===== config.mk =====
export PLATFORM = sky130hd
export DESIGN_NAME = vend_controller
export DESIGN_NICKNAME = d
export VERILOG_FILES = /design/src/rtl/vend_controller.sv
export SDC_FILE = /design/constraint.sdc
export NUM_CORES = 1
export LEC_CHECK = 0
export CAP_MARGIN = 0
export CORE_AREA = 2 2 57 43
export CTS_BUF_LIST = sky130_fd_sc_hd__clkbuf_4
export DETAILED_ROUTE_END_ITERATION = 16
export DIE_AREA = 0 0 59 45
export PLACE_DENSITY = 0.9
export SYNTH_ARGS = -nofsm -noshare
export SYNTH_HDL_FRONTEND = slang
export SYNTH_SLANG_ARGS = --single-unit

===== constraint.sdc =====
create_clock -name clk -period 5.4 [get_ports clk]
set_clock_uncertainty 0.2 [all_clocks]
set_input_delay 1.08 -clock clk [delete_from_list [all_inputs] [get_ports clk]]
set_output_delay 1.08 -clock clk [all_outputs]
set_load 0.05 [all_outputs]

===== src/rtl/vend_controller.sv =====
// Nickel/dime vending sequencer: accumulates credit, runs the dispenser req/ack
// handshake, and pays out change or refunds one nickel per cycle.
module vend_controller #(
    parameter int PRICE      = 3,
    parameter int MAX_CREDIT = 6,
    parameter int TIMEOUT    = 16,
    parameter int CW         = 3
) (
    input  logic          clk,
    input  logic          rst,
    input  logic          x1,
    input  logic          x0,
    input  logic          cancel,
    input  logic          vend_ack,
    output logic          vend_req,
    output logic          chg_nickel,
    output logic          coin_rej,
    output logic [CW-1:0] credit,
    output logic          busy,
    output logic [2:0]    state
);

    localparam logic [2:0] S_IDLE    = 3'd0;
    localparam logic [2:0] S_COLLECT = 3'd1;
    localparam logic [2:0] S_VEND    = 3'd2;
    localparam logic [2:0] S_CHANGE  = 3'd3;
    localparam logic [2:0] S_REFUND  = 3'd4;

    localparam int TW = (TIMEOUT > 2) ? $clog2(TIMEOUT) : 1;
    localparam logic [TW-1:0] TMAX    = TW'(TIMEOUT - 1);
    localparam logic [TW-1:0] T_ONE   = TW'(1);
    localparam logic [CW-1:0] PRICE_C = CW'(PRICE);
    localparam logic [CW-1:0] ONE_C   = CW'(1);
    localparam logic [CW:0]   PRICE_W = (CW+1)'(PRICE);
    localparam logic [CW:0]   MAX_W   = (CW+1)'(MAX_CREDIT);

    logic [2:0]    state_q, state_d;
    logic [CW-1:0] credit_q, credit_d;
    logic [TW-1:0] timer_q, timer_d;
    logic          vend_req_q, vend_req_d;
    logic          chg_nickel_q, chg_nickel_d;
    logic          coin_rej_q, coin_rej_d;
    logic          busy_q, busy_d;

    logic [CW:0]   coin_val_s;
    logic [CW:0]   sum_s;
    logic          coin_s;

    // Coin decode; the invalid code 10 is treated as no coin at all.
    always_comb begin
        case ({x1, x0})
            2'b01:   coin_val_s = (CW+1)'(1);
            2'b11:   coin_val_s = (CW+1)'(2);
            default: coin_val_s = '0;
        endcase
        coin_s = (coin_val_s != '0);
        sum_s  = {1'b0, credit_q} + coin_val_s;
    end

    // Next-state, credit and pulse computation.
    always_comb begin
        state_d      = state_q;
        credit_d     = credit_q;
        timer_d      = timer_q;
        coin_rej_d   = 1'b0;
        chg_nickel_d = 1'b0;
        case (state_q)
            S_IDLE: begin
                timer_d = '0;
                if (coin_s) begin
                    credit_d = sum_s[CW-1:0];
                    if (sum_s >= PRICE_W) begin
                        state_d = S_VEND;
                    end else begin
                        state_d = S_COLLECT;
                    end
                end else begin
                    credit_d = '0;
                end
            end
            S_COLLECT: begin
                // cancel wins over a simultaneous coin, which is bounced
                if (cancel) begin
                    state_d    = S_REFUND;
                    coin_rej_d = coin_s;
                    timer_d    = '0;
                end else if (coin_s) begin
                    if (sum_s > MAX_W) begin
                        coin_rej_d = 1'b1;
                    end else begin
                        credit_d = sum_s[CW-1:0];
                        timer_d  = '0;
                        if (sum_s >= PRICE_W) begin
                            state_d = S_VEND;
                        end else begin
                            state_d = S_COLLECT;
                        end
                    end
                end else if (timer_q == TMAX) begin
                    state_d = S_REFUND;
                    timer_d = '0;
                end else begin
                    timer_d = timer_q + T_ONE;
                end
            end
            S_VEND: begin
                coin_rej_d = coin_s;
                if (vend_ack) begin
                    credit_d = credit_q - PRICE_C;
                    if (credit_q > PRICE_C) begin
                        state_d = S_CHANGE;
                    end else begin
                        state_d = S_IDLE;
                    end
                end else begin
                    state_d = S_VEND;
                end
            end
            S_CHANGE, S_REFUND: begin
                coin_rej_d = coin_s;
                if (credit_q != '0) begin
                    chg_nickel_d = 1'b1;
                    credit_d     = credit_q - ONE_C;
                end else begin
                    credit_d = '0;
                end
                if (credit_q <= ONE_C) begin
                    state_d = S_IDLE;
                end else begin
                    state_d = state_q;
                end
            end
            default: begin
                state_d  = S_IDLE;
                credit_d = '0;
                timer_d  = '0;
            end
        endcase
        vend_req_d = (state_d == S_VEND);
        busy_d     = (state_d == S_VEND) || (state_d == S_CHANGE) || (state_d == S_REFUND);
    end

    // State and registered outputs; reset discards credit without paying change.
    always_ff @(posedge clk or negedge rst) begin
        if (!rst) begin
            state_q      <= S_IDLE;
            credit_q     <= '0;
            timer_q      <= '0;
            vend_req_q   <= 1'b0;
            chg_nickel_q <= 1'b0;
            coin_rej_q   <= 1'b0;
            busy_q       <= 1'b0;
        end else begin
            state_q      <= state_d;
            credit_q     <= credit_d;
            timer_q      <= timer_d;
            vend_req_q   <= vend_req_d;
            chg_nickel_q <= chg_nickel_d;
            coin_rej_q   <= coin_rej_d;
            busy_q       <= busy_d;
        end
    end

    assign state      = state_q;
    assign credit     = credit_q;
    assign vend_req   = vend_req_q;
    assign chg_nickel = chg_nickel_q;
    assign coin_rej   = coin_rej_q;
    assign busy       = busy_q;

endmodule


# [Yosys cells after proc, flatten, opt, wreduce, memory -nomap -nowiden]
# Index checks and enable logic that the tools add are counted.
[classes] n_addsub=4 mul=0 n_div=0 n_lt_le_gt_ge=4 n_eq_ne=15 n_shift=0 mux=29 bitwise=1 n_reduce_logical=9
[ops] cell="$mux 3" n=13
[ops] cell="$pmux 3 s4" n=2
[ops] cell="$mux 4" n=4
[ops] cell="$eq 3x2->1 const B" n=4
[ops] cell="$ne 2x2->1 const B" n=4
[ops] cell="$pmux 4 s2" n=1
[ops] cell="$eq 3x3->1 const B" n=2
[ops] cell="$mux 1" n=5
[ops] cell="$add 3x4->4" n=1
[ops] cell="$add 4x1->4 const B" n=1
[ops] cell="$eq 4x4->1 const B" n=1
[ops] cell="$ge 4x2->1 const B" n=1
[ops] cell="$gt 4x3->1 const B" n=1
[ops] cell="$mux 2" n=2
[ops] cell="$ne 4x4->1 const B" n=1
[ops] cell="$pmux 2 s2" n=1
[ops] cell="$reduce_and 4->1" n=1
[ops] cell="$reduce_bool 4->1" n=1
[ops] cell="$eq 3x1->1 const B" n=1
[ops] cell="$gt 3x2->1 const B" n=1
[ops] cell="$le 3x1->1 const B" n=1
[ops] cell="$logic_not 3->1" n=1
[ops] cell="$reduce_bool 3->1" n=1
[ops] cell="$reduce_or 3->1" n=1
[ops] cell="9 further kinds" n=10
[word_totals] ff_bits=14 latchBits=0 ramBits=0 rom_bits=0 memories=0

# [Logic depth before layout (Yosys ltp)]
# Gate-level depths: netlist of the first run.
[logic_depth] word_depth=12 depth_mapped=9

# [Least setup slack after synthesis of the first run]
# No wires, ideal clock.
[synth_path] kind="in2reg" from="input x0" to="register vend_req_q (netlist: vend_req)" setup_ns=0.069 arrival_ns=2.792 t_required_ns=5.131 setup_slack_ns=2.339 path_stages=9 path_buffers=0 cell_sequence="inv_1 -> nor2_1 -> ha_1 -> fa_1 -> xor2_2 -> nor2_1 -> a2111o_1 -> o22ai_2 -> nor2b_2"
[synth_via] elab_chain_cells=10
[synth_rtl] element="start, declared" line="12" rtl="input logic x0,"
[synth_rtl] element="$eq 2x2->1 / $eq 2x1->1 (equally long branches)" line="51" rtl="case ({x1, x0})"
[synth_rtl] element="$pmux 2 s2 (*)" line="51"
[synth_rtl] element="$add 3x4->4" line="57" rtl="sum_s = {1'b0, credit_q} + coin_val_s;"
[synth_rtl] element="$ge 4x2->1" line="72, 93"
[synth_rtl] element="$mux 2" line="72, 93"
[synth_rtl] element="$mux 3" line="88" rtl="if (sum_s > MAX_W) begin"
[synth_rtl] element="$mux 3" line="87" rtl="end else if (coin_s) begin"
[synth_rtl] element="$mux 3" line="83" rtl="if (cancel) begin"
[synth_rtl] element="$pmux 3 s4 (*)" line="67" rtl="case (state_q)"
[synth_rtl] element="net state_d[1]" line="37" rtl="logic [2:0] state_q, state_d;"
[synth_rtl] element="$eq 3x2->1 (*)" line="139" rtl="vend_req_d = (state_d == S_VEND);"
[synth_rtl] element="net vend_req_d" line="40" rtl="logic vend_req_q, vend_req_d;"
[synth_rtl] element="end signal, assigned" line="157" rtl="vend_req_q <= vend_req_d;"
[synth_rtl] element="end, declared" line="40"
# The timed path passes the listed nets; every way through them passes the cells marked *.
# A chain may end at the register's enable or synchronous reset.

# [Final worst setup path of the first run]
[layout_path] from="input x0" to="register timer_q[3]"
[layout_via] elab_chain_cells=6
[layout_rtl] element="$eq 2x2->1 / $eq 2x1->1 (equally long branches)" line="51"
[layout_rtl] element="$pmux 2 s2 (*)" line="51"
[layout_rtl] element="$add 3x4->4 / $reduce_bool 4->1 (equally long branches)" line="57, 56"
[layout_rtl] element="$gt 4x3->1 / $mux 4 (equally long branches)" line="88, 87"
[layout_rtl] element="$ne 4x4->1 (no source line) / $mux 4 (equally long branches)"
[layout_rtl] element="$reduce_and 2->1 (no source line) / $pmux 4 s2 (equally long branches)"
[layout_rtl] element="end signal, assigned" line="156" rtl="timer_q <= timer_d;"
[layout_rtl] element="end, declared" line="39" rtl="logic [TW-1:0] timer_q, timer_d;"
# Every way passes the cells marked *; elsewhere a longest branch is shown, timed or not.

==> impl_metrics.csv, run 1 <==
group,metric,value,unit
yosys,ys.flop_type,"dfrtp_1",
yosys,synth.most_common_cell,"dfrtp_1",
timing,finalSetupViolations,0,
power_and_ir_drop,combPwrFrac,0.625,
placement,gp_congestion,0.894,
floorplan,ioPinCount,16,
timing,min_period,3770,ps
power_and_ir_drop,peakVddDrop,0.210,mV
clock_tree,cts-resized-gates,0,
critical_path,endpoint_kind,"flop",
detailed_routing,dr.pass1.iters,5,
placement,dp_hpwl,1850,µm
yosys,synth_top_area_cell,"dfrtp_1",
yosys,synth.area.top_cells,"dfrtp_1 (32%), ha_1 (10%), o21ai_0 (4.5%)",
timing,relSlewSlack,0.560,
placement,io_buffer_count,15,
final_layout,fillers,176,
power_and_ir_drop,seqPwrFrac,0.290,
power_and_ir_drop,p_clk_frac,0.085,
critical_path,crit_path_cell_trace,"clkdlybuf4s50_1 -> inv_1 -> nor2_1 -> ha_1 -> fa_1 -> xor2_2 -> a22oi_1 -> o31ai_1 -> o21ai_0 -> o31ai_1",
critical_path,worst_path_max_delay_cell,"clkdlybuf4s50_1",
critical_path,cp.buffers_inverters,2,
critical_path,worstSetupPathType,"primary input to flop",
yosys,synth.top_cell.area_share,0.316,
critical_path,cp.required,5380,ps
final_layout,area.growth.synth_to_final,14.1,%
global_route,grt_pass1_vias,904,
floorplan,core_area,2070,µm²
timing,max_clock_freq,265,MHz
final_layout,antennaDiodeCount,0,
global_route,antenna_found_initial,0,
timing,hold_viol_final,0,
clock_tree,tritoncts,"yes",
yosys,syn_inst,121,
critical_path,path_max_fanout,8,
power_and_ir_drop,total_power,0.712,mW
floorplan,start_util,0.536,
timing,rsz0062_at_grt,"no",
critical_path,critPathTopFamily,"compound AO/OA/AOI/OAI gates",
yosys,synth_commonest_cells,"dfrtp_1 (14), nand2_1 (12), o21ai_0 (10)",
yosys,ys_seq_area_frac,0.316,
final_layout,drive_gt1_frac,0.0963,
timing,fin_crit_sh,0.699,
timing,final.setup.tns,0,ps
clock_tree,cts_root_buf,"clkbuf_4",
global_route,grt_max_degree,21,
floorplan,rows,14,
global_route,grt_pass1_wl,4260,µm
power_and_ir_drop,p_leak,0.563,nW
yosys,mappedNetlistArea,1110,µm²
yosys,syn-num-nets,137,
clock_tree,hold_buffers,0,
critical_path,cpMostUsedCell,"o31ai_1",
detailed_routing,wl_per_cell,15.7,µm
detailed_routing,drt-vias-per-instance,6.28,
clock_tree,clk_latency,280,ps
global_route,overflow,0,
detailed_routing,vias,998,
yosys,synthArstFlopShare,1.00,
detailed_routing,drc,0,
floorplan,die_height,45,µm
floorplan,fp.dieW,59,µm
power_and_ir_drop,powerDensity,563,nW/µm²
detailed_routing,drtIter0Drc,72,
yosys,synth_seq_cells,14,
power_and_ir_drop,p_int,0.340,mW
placement,placed_cell_area,1240,µm²
detailed_routing,ant_nets,0,
clock_tree,clk_pin_slew,80,ps
power_and_ir_drop,p_switching,0.372,mW
critical_path,startpoint_type,"primary input",
final_layout,post-route-util,0.611,
yosys,yosysWarnings,0,
final_layout,seqCellArea,350,µm²
critical_path,cpPeakStageDelay,540,ps
placement,pre_cts_ws,1420,ps
timing,tightest_slew,658,ps
clock_tree,cts_post_setup_buffers_inserted,0,
floorplan,design.die.area,2660,µm²
timing,slew_violations,0,
run,maxCapViolCount,0,
global_route,grt.total_usage,0.215,
yosys,synth_cell_types,42,
final_layout,design_area,1260,µm²
timing,setup_ws,1630,ps
final_layout,layout.nets,152,
final_layout,multi_input_area,684,µm²
detailed_routing,finalWirelength,2490,µm
clock_tree,clkSinkCount,14,
yosys,synth_edf_count,0,
status,outcome,"completed",
clock_tree,numCtsBuffers,3,
power_and_ir_drop,switching_share,0.522,
clock_tree,clockBufferDepth,2,
critical_path,cp.arrival,3750,ps
clock_tree,htreeDepth,1,
yosys,avgSynthCellArea,9.15,µm²
hold_path,hp-class,"flop to flop",
registers in the layout (all words and copies together), names as in the netlist:
register    count
coin_rej        1
vend_req        1
state           3
busy            1
timer_q         4
chg_nickel      1
credit          3
cell type report:
type | count | share of cell area
clock buffer | 3 | 0.0178
clock inverter | 1 | 0.00297
inverter | 6 | 0.0178
multi-input combinational | 96 | 0.542
sequential | 14 | 0.277
tap | 24 | 0.0238
timing repair buffer | 15 | 0.119
kinds of logic (layout without fill, tap and decap cells):
logic type      after synthesis  in the layout  share of synthesized area
fa+ha+maj                    10             10                      0.120
compound gates               39             39                      0.246
buf+inv                      11             25                     0.0655
xor+xnor                      1              1                     0.0147
simple gates                 43             43                      0.210
flops                        14             14                      0.316
mux                           3              3                     0.0271
per-stage QoR:
step / hold WS (ps) / cells
2_1_floorplan: 245 / 121
3_3_place_gp: 275 / 155
3_5_place_dp: 273 / 155
4_1_cts: 289 / 159
5_1_grt: 312 / 159
6_report: 292 / 159
layout by cell type, fill, tap and decap left out, types with 2 or more instances in the layout:
cell              n
clkdlybuf4s50_1  15
nor3b_1           3
nor2b_1           2
clkbuf_4          3
nand4_1           2
dfrtp_1          14
o31ai_1           3
a211oi_1          2
nand3_1           2
mux2i_1           3
ha_1              9
nand2b_1          4
inv_1             6
a22o_1            4
nand2_1          12
o21a_1            2
a21oi_1           7
nor2_1            8
o21ai_0          10
path summary, 6_finish.rpt:
check                           startpoint    endpoint  slack [ps]  cells past startpoint
worst max-delay path                    x0  timer_q[3]        1630                     10
worst min-delay path            timer_q[3]  timer_q[3]         290                      1
worst max register to register   credit[0]  timer_q[3]        2640                      7
worst min register to register  timer_q[3]  timer_q[3]         290                      1
max in group asynchronous              rst    vend_req        3570                      1
min in group asynchronous              rst  chg_nickel        1000                      1
power by group through the flow:
stage | logic (mW) | registers (mW) | clock network, mW
2_1_floorplan | 0.282 | 0.263 | 0
3_3_place_gp | 0.427 | 0.201 | 0
3_5_place_dp | 0.439 | 0.206 | 0
4_1_cts | 0.442 | 0.204 | 0.0623
5_1_grt | 0.486 | 0.215 | 0.0653
6_report | 0.445 | 0.206 | 0.0603
routing by layer:
metal	track usage	wire length (µm)	share of wire
met2	0.304	1070	0.43
met1	0.334	1160	0.47
met4	0.0636	21	0.0084
met3	0.0372	236	0.095
met5	0	0	0
worst reg2reg max path, cell delays in order (launching register included):
cell	delay (ps)
dfrtp_1	500
ha_1	280
fa_1	450
xor2_2	250
a22oi_1	180
o31ai_1	530
o21ai_0	170
o31ai_1	90
(Power assumes the default switching activity.)
==> run 2: changes to the inputs <==
Clock period 5.4 ns to 3.6 ns, I/O delays scaled along.
==> run 2 against run 1 <==
Compared with the run above:
- sequential share of layout area is 0.16 points lower
- die area stayed put
- register-to-register slack lost 1700 ps
- sequential power is 49% higher
- core utilization grew 0.36 points
- first-iteration DRC count shrank 39%
- total power grew 51%
- sequential cell count is the same
- critical path type unchanged
- largest cell class unchanged
==> impl_metrics.csv, run 2 (synthesis gave the netlist of run 1 again) <==
group,metric,value,unit
detailed_routing,drc,0,
detailed_routing,drt-vias-per-instance,6.34,
global_route,grt_max_degree,21,
critical_path,cpPeakStageDelay,490,ps
critical_path,path_max_fanout,4,
detailed_routing,vias,1015,
placement,gp_congestion,0.847,
clock_tree,tritoncts,"yes",
critical_path,cp.buffers_inverters,2,
detailed_routing,ant_nets,0,
critical_path,cp.required,3590,ps
detailed_routing,wl_per_cell,16.1,µm
clock_tree,cts_root_buf,"clkbuf_4",
final_layout,drive_gt1_frac,0.103,
detailed_routing,drtIter0Drc,44,
final_layout,largest_register_ff_count,4,
floorplan,fp.dieW,59,µm
critical_path,critPathTopFamily,"compound AO/OA/AOI/OAI gates",
clock_tree,htreeDepth,1,
final_layout,area.growth.synth_to_final,14.8,%
critical_path,cp.arrival,3140,ps
timing,min_period,3160,ps
timing,hold-worst-slack,292,ps
status,outcome,"completed",
timing,hold_viol_final,0,
critical_path,startpoint_type,"primary input",
timing,finalSetupViolations,0,
clock_tree,clkSinkCount,14,
timing,fin_crit_sh,0.876,
timing,max_clock_freq,317,MHz
clock_tree,numCtsBuffers,3,
critical_path,cpMostUsedCell,"o31ai_1",
power_and_ir_drop,peakVddDrop,0.434,mV
clock_tree,clockBufferDepth,2,
floorplan,rows,14,
detailed_routing,dr.pass1.iters,5,
timing,slew_violations,0,
timing,relSlewSlack,0.543,
critical_path,crit_path_cell_trace,"clkdlybuf4s50_1 -> inv_1 -> nor2_1 -> ha_1 -> fa_1 -> and2_2 -> a22oi_1 -> o31ai_1 -> o21ai_0 -> o31ai_1",
clock_tree,hold_buffers,0,
final_layout,largest_register,"timer_q",
final_layout,layout_commonest_cell,"clkdlybuf4s50_1",
global_route,antenna_found_initial,0,
clock_tree,clk_pin_slew,90,ps
timing,tightest_slew,683,ps
timing,final.setup.tns,0,ps
critical_path,endpoint_kind,"flop",
timing,rsz0062_at_grt,"no",
final_layout,antennaDiodeCount,0,
placement,io_buffer_count,15,
detailed_routing,finalWirelength,2580,µm
clock_tree,clk_latency,300,ps
final_layout,layout.nets,153,
final_layout,mostFrequentLayoutCells,"clkdlybuf4s50_1 (15), dfrtp_1 (14), nand2_1 (12)",
clock_tree,cts-resized-gates,0,
global_route,grt.total_usage,0.225,
critical_path,worstSetupPathType,"primary input to flop",
floorplan,design.die.area,2660,µm²
critical_path,worst_path_max_delay_cell,"clkdlybuf4s50_1",
run,maxCapViolCount,0,
power_and_ir_drop,p_leak,0.568,nW
global_route,grt_pass1_vias,943,
hold_path,hp-class,"flop to flop",
clock_tree,cts_post_setup_buffers_inserted,0,
placement,dp_hpwl,1940,µm
floorplan,die_height,45,µm
power_and_ir_drop,powerDensity,846,nW/µm²
floorplan,core_area,2070,µm²
global_route,grt_pass1_wl,4330,µm
floorplan,ioPinCount,16,
floorplan,start_util,0.536,
global_route,overflow,0,
-- run 2: changes by cell type in the layout (fill, tap and decap cells not counted), sizes merged --
cell and change:
buf +1
-- run 2: final timing paths --
check / start / endpoint / slack, ps / cells after the start
min in group asynchronous: rst / chg_nickel / 620 / 1
setup / recovery: x0 / timer_q[3] / 440 / 10
hold reg to reg: timer_q[3] / timer_q[3] / 290 / 1
setup reg to reg: credit[0] / timer_q[3] / 940 / 7
hold / removal: timer_q[3] / timer_q[3] / 290 / 1
max in group asynchronous: rst / vend_req / 2140 / 1
-- run 2: cell type report --
class / count / area (µm²)
flip-flops and latches: 14 / 350
well taps: 24 / 30.0
repair buffers: 16 / 158
inverters: 6 / 22.5
fillers: 177 / 796
multi-input cells: 96 / 684
clock inverters: 1 / 3.75
clock buffers: 3 / 22.5
-- run 2: report_power, final --
group	internal (mW)	total (mW)	switching, mW
clock	0.0405	0.101	0.0600
combinational	0.267	0.668	0.401
sequential	0.204	0.307	0.103
-- run 2: routing by layer --
layer,part of all wire,vias up,GRT usage
met5,0,-,0
met4,0.035,0,0.127
met3,0.058,11,0.0287
met2,0.45,46,0.353
met1,0.46,490,0.303
li1,-,468,-
-- run 2: worst register-to-register path, delay by kind of cell (launching register included) --
family | cells | cell delay (ps)
XOR/XNOR | 1 | 220
adder cells (fa/ha/maj) | 2 | 720
AO/OA/AOI/OAI | 4 | 950
flip-flops | 1 | 490
-- run 2: per-stage QoR --
step / area (µm²) / instances / worst slack, ps / utilization / total power, mW
after floorplan: 1110 / 121 / 899 / - / 0.818
final: 1270 / 160 / 445 / 0.615 / 1.08
after global placement: 1240 / 156 / 273 / 0.602 / 0.944
after CTS: 1270 / 160 / 460 / 0.615 / 1.07
after global routing: 1270 / 160 / 278 / 0.615 / 1.15
after detailed placement: 1240 / 156 / 134 / 0.602 / 0.971
==> run 3: changes to the inputs <==
Settings changed: CAP_MARGIN 0 to 10.
==> results of run 3 <==
Final layout, timing and power as in run 2 (identical DEF).
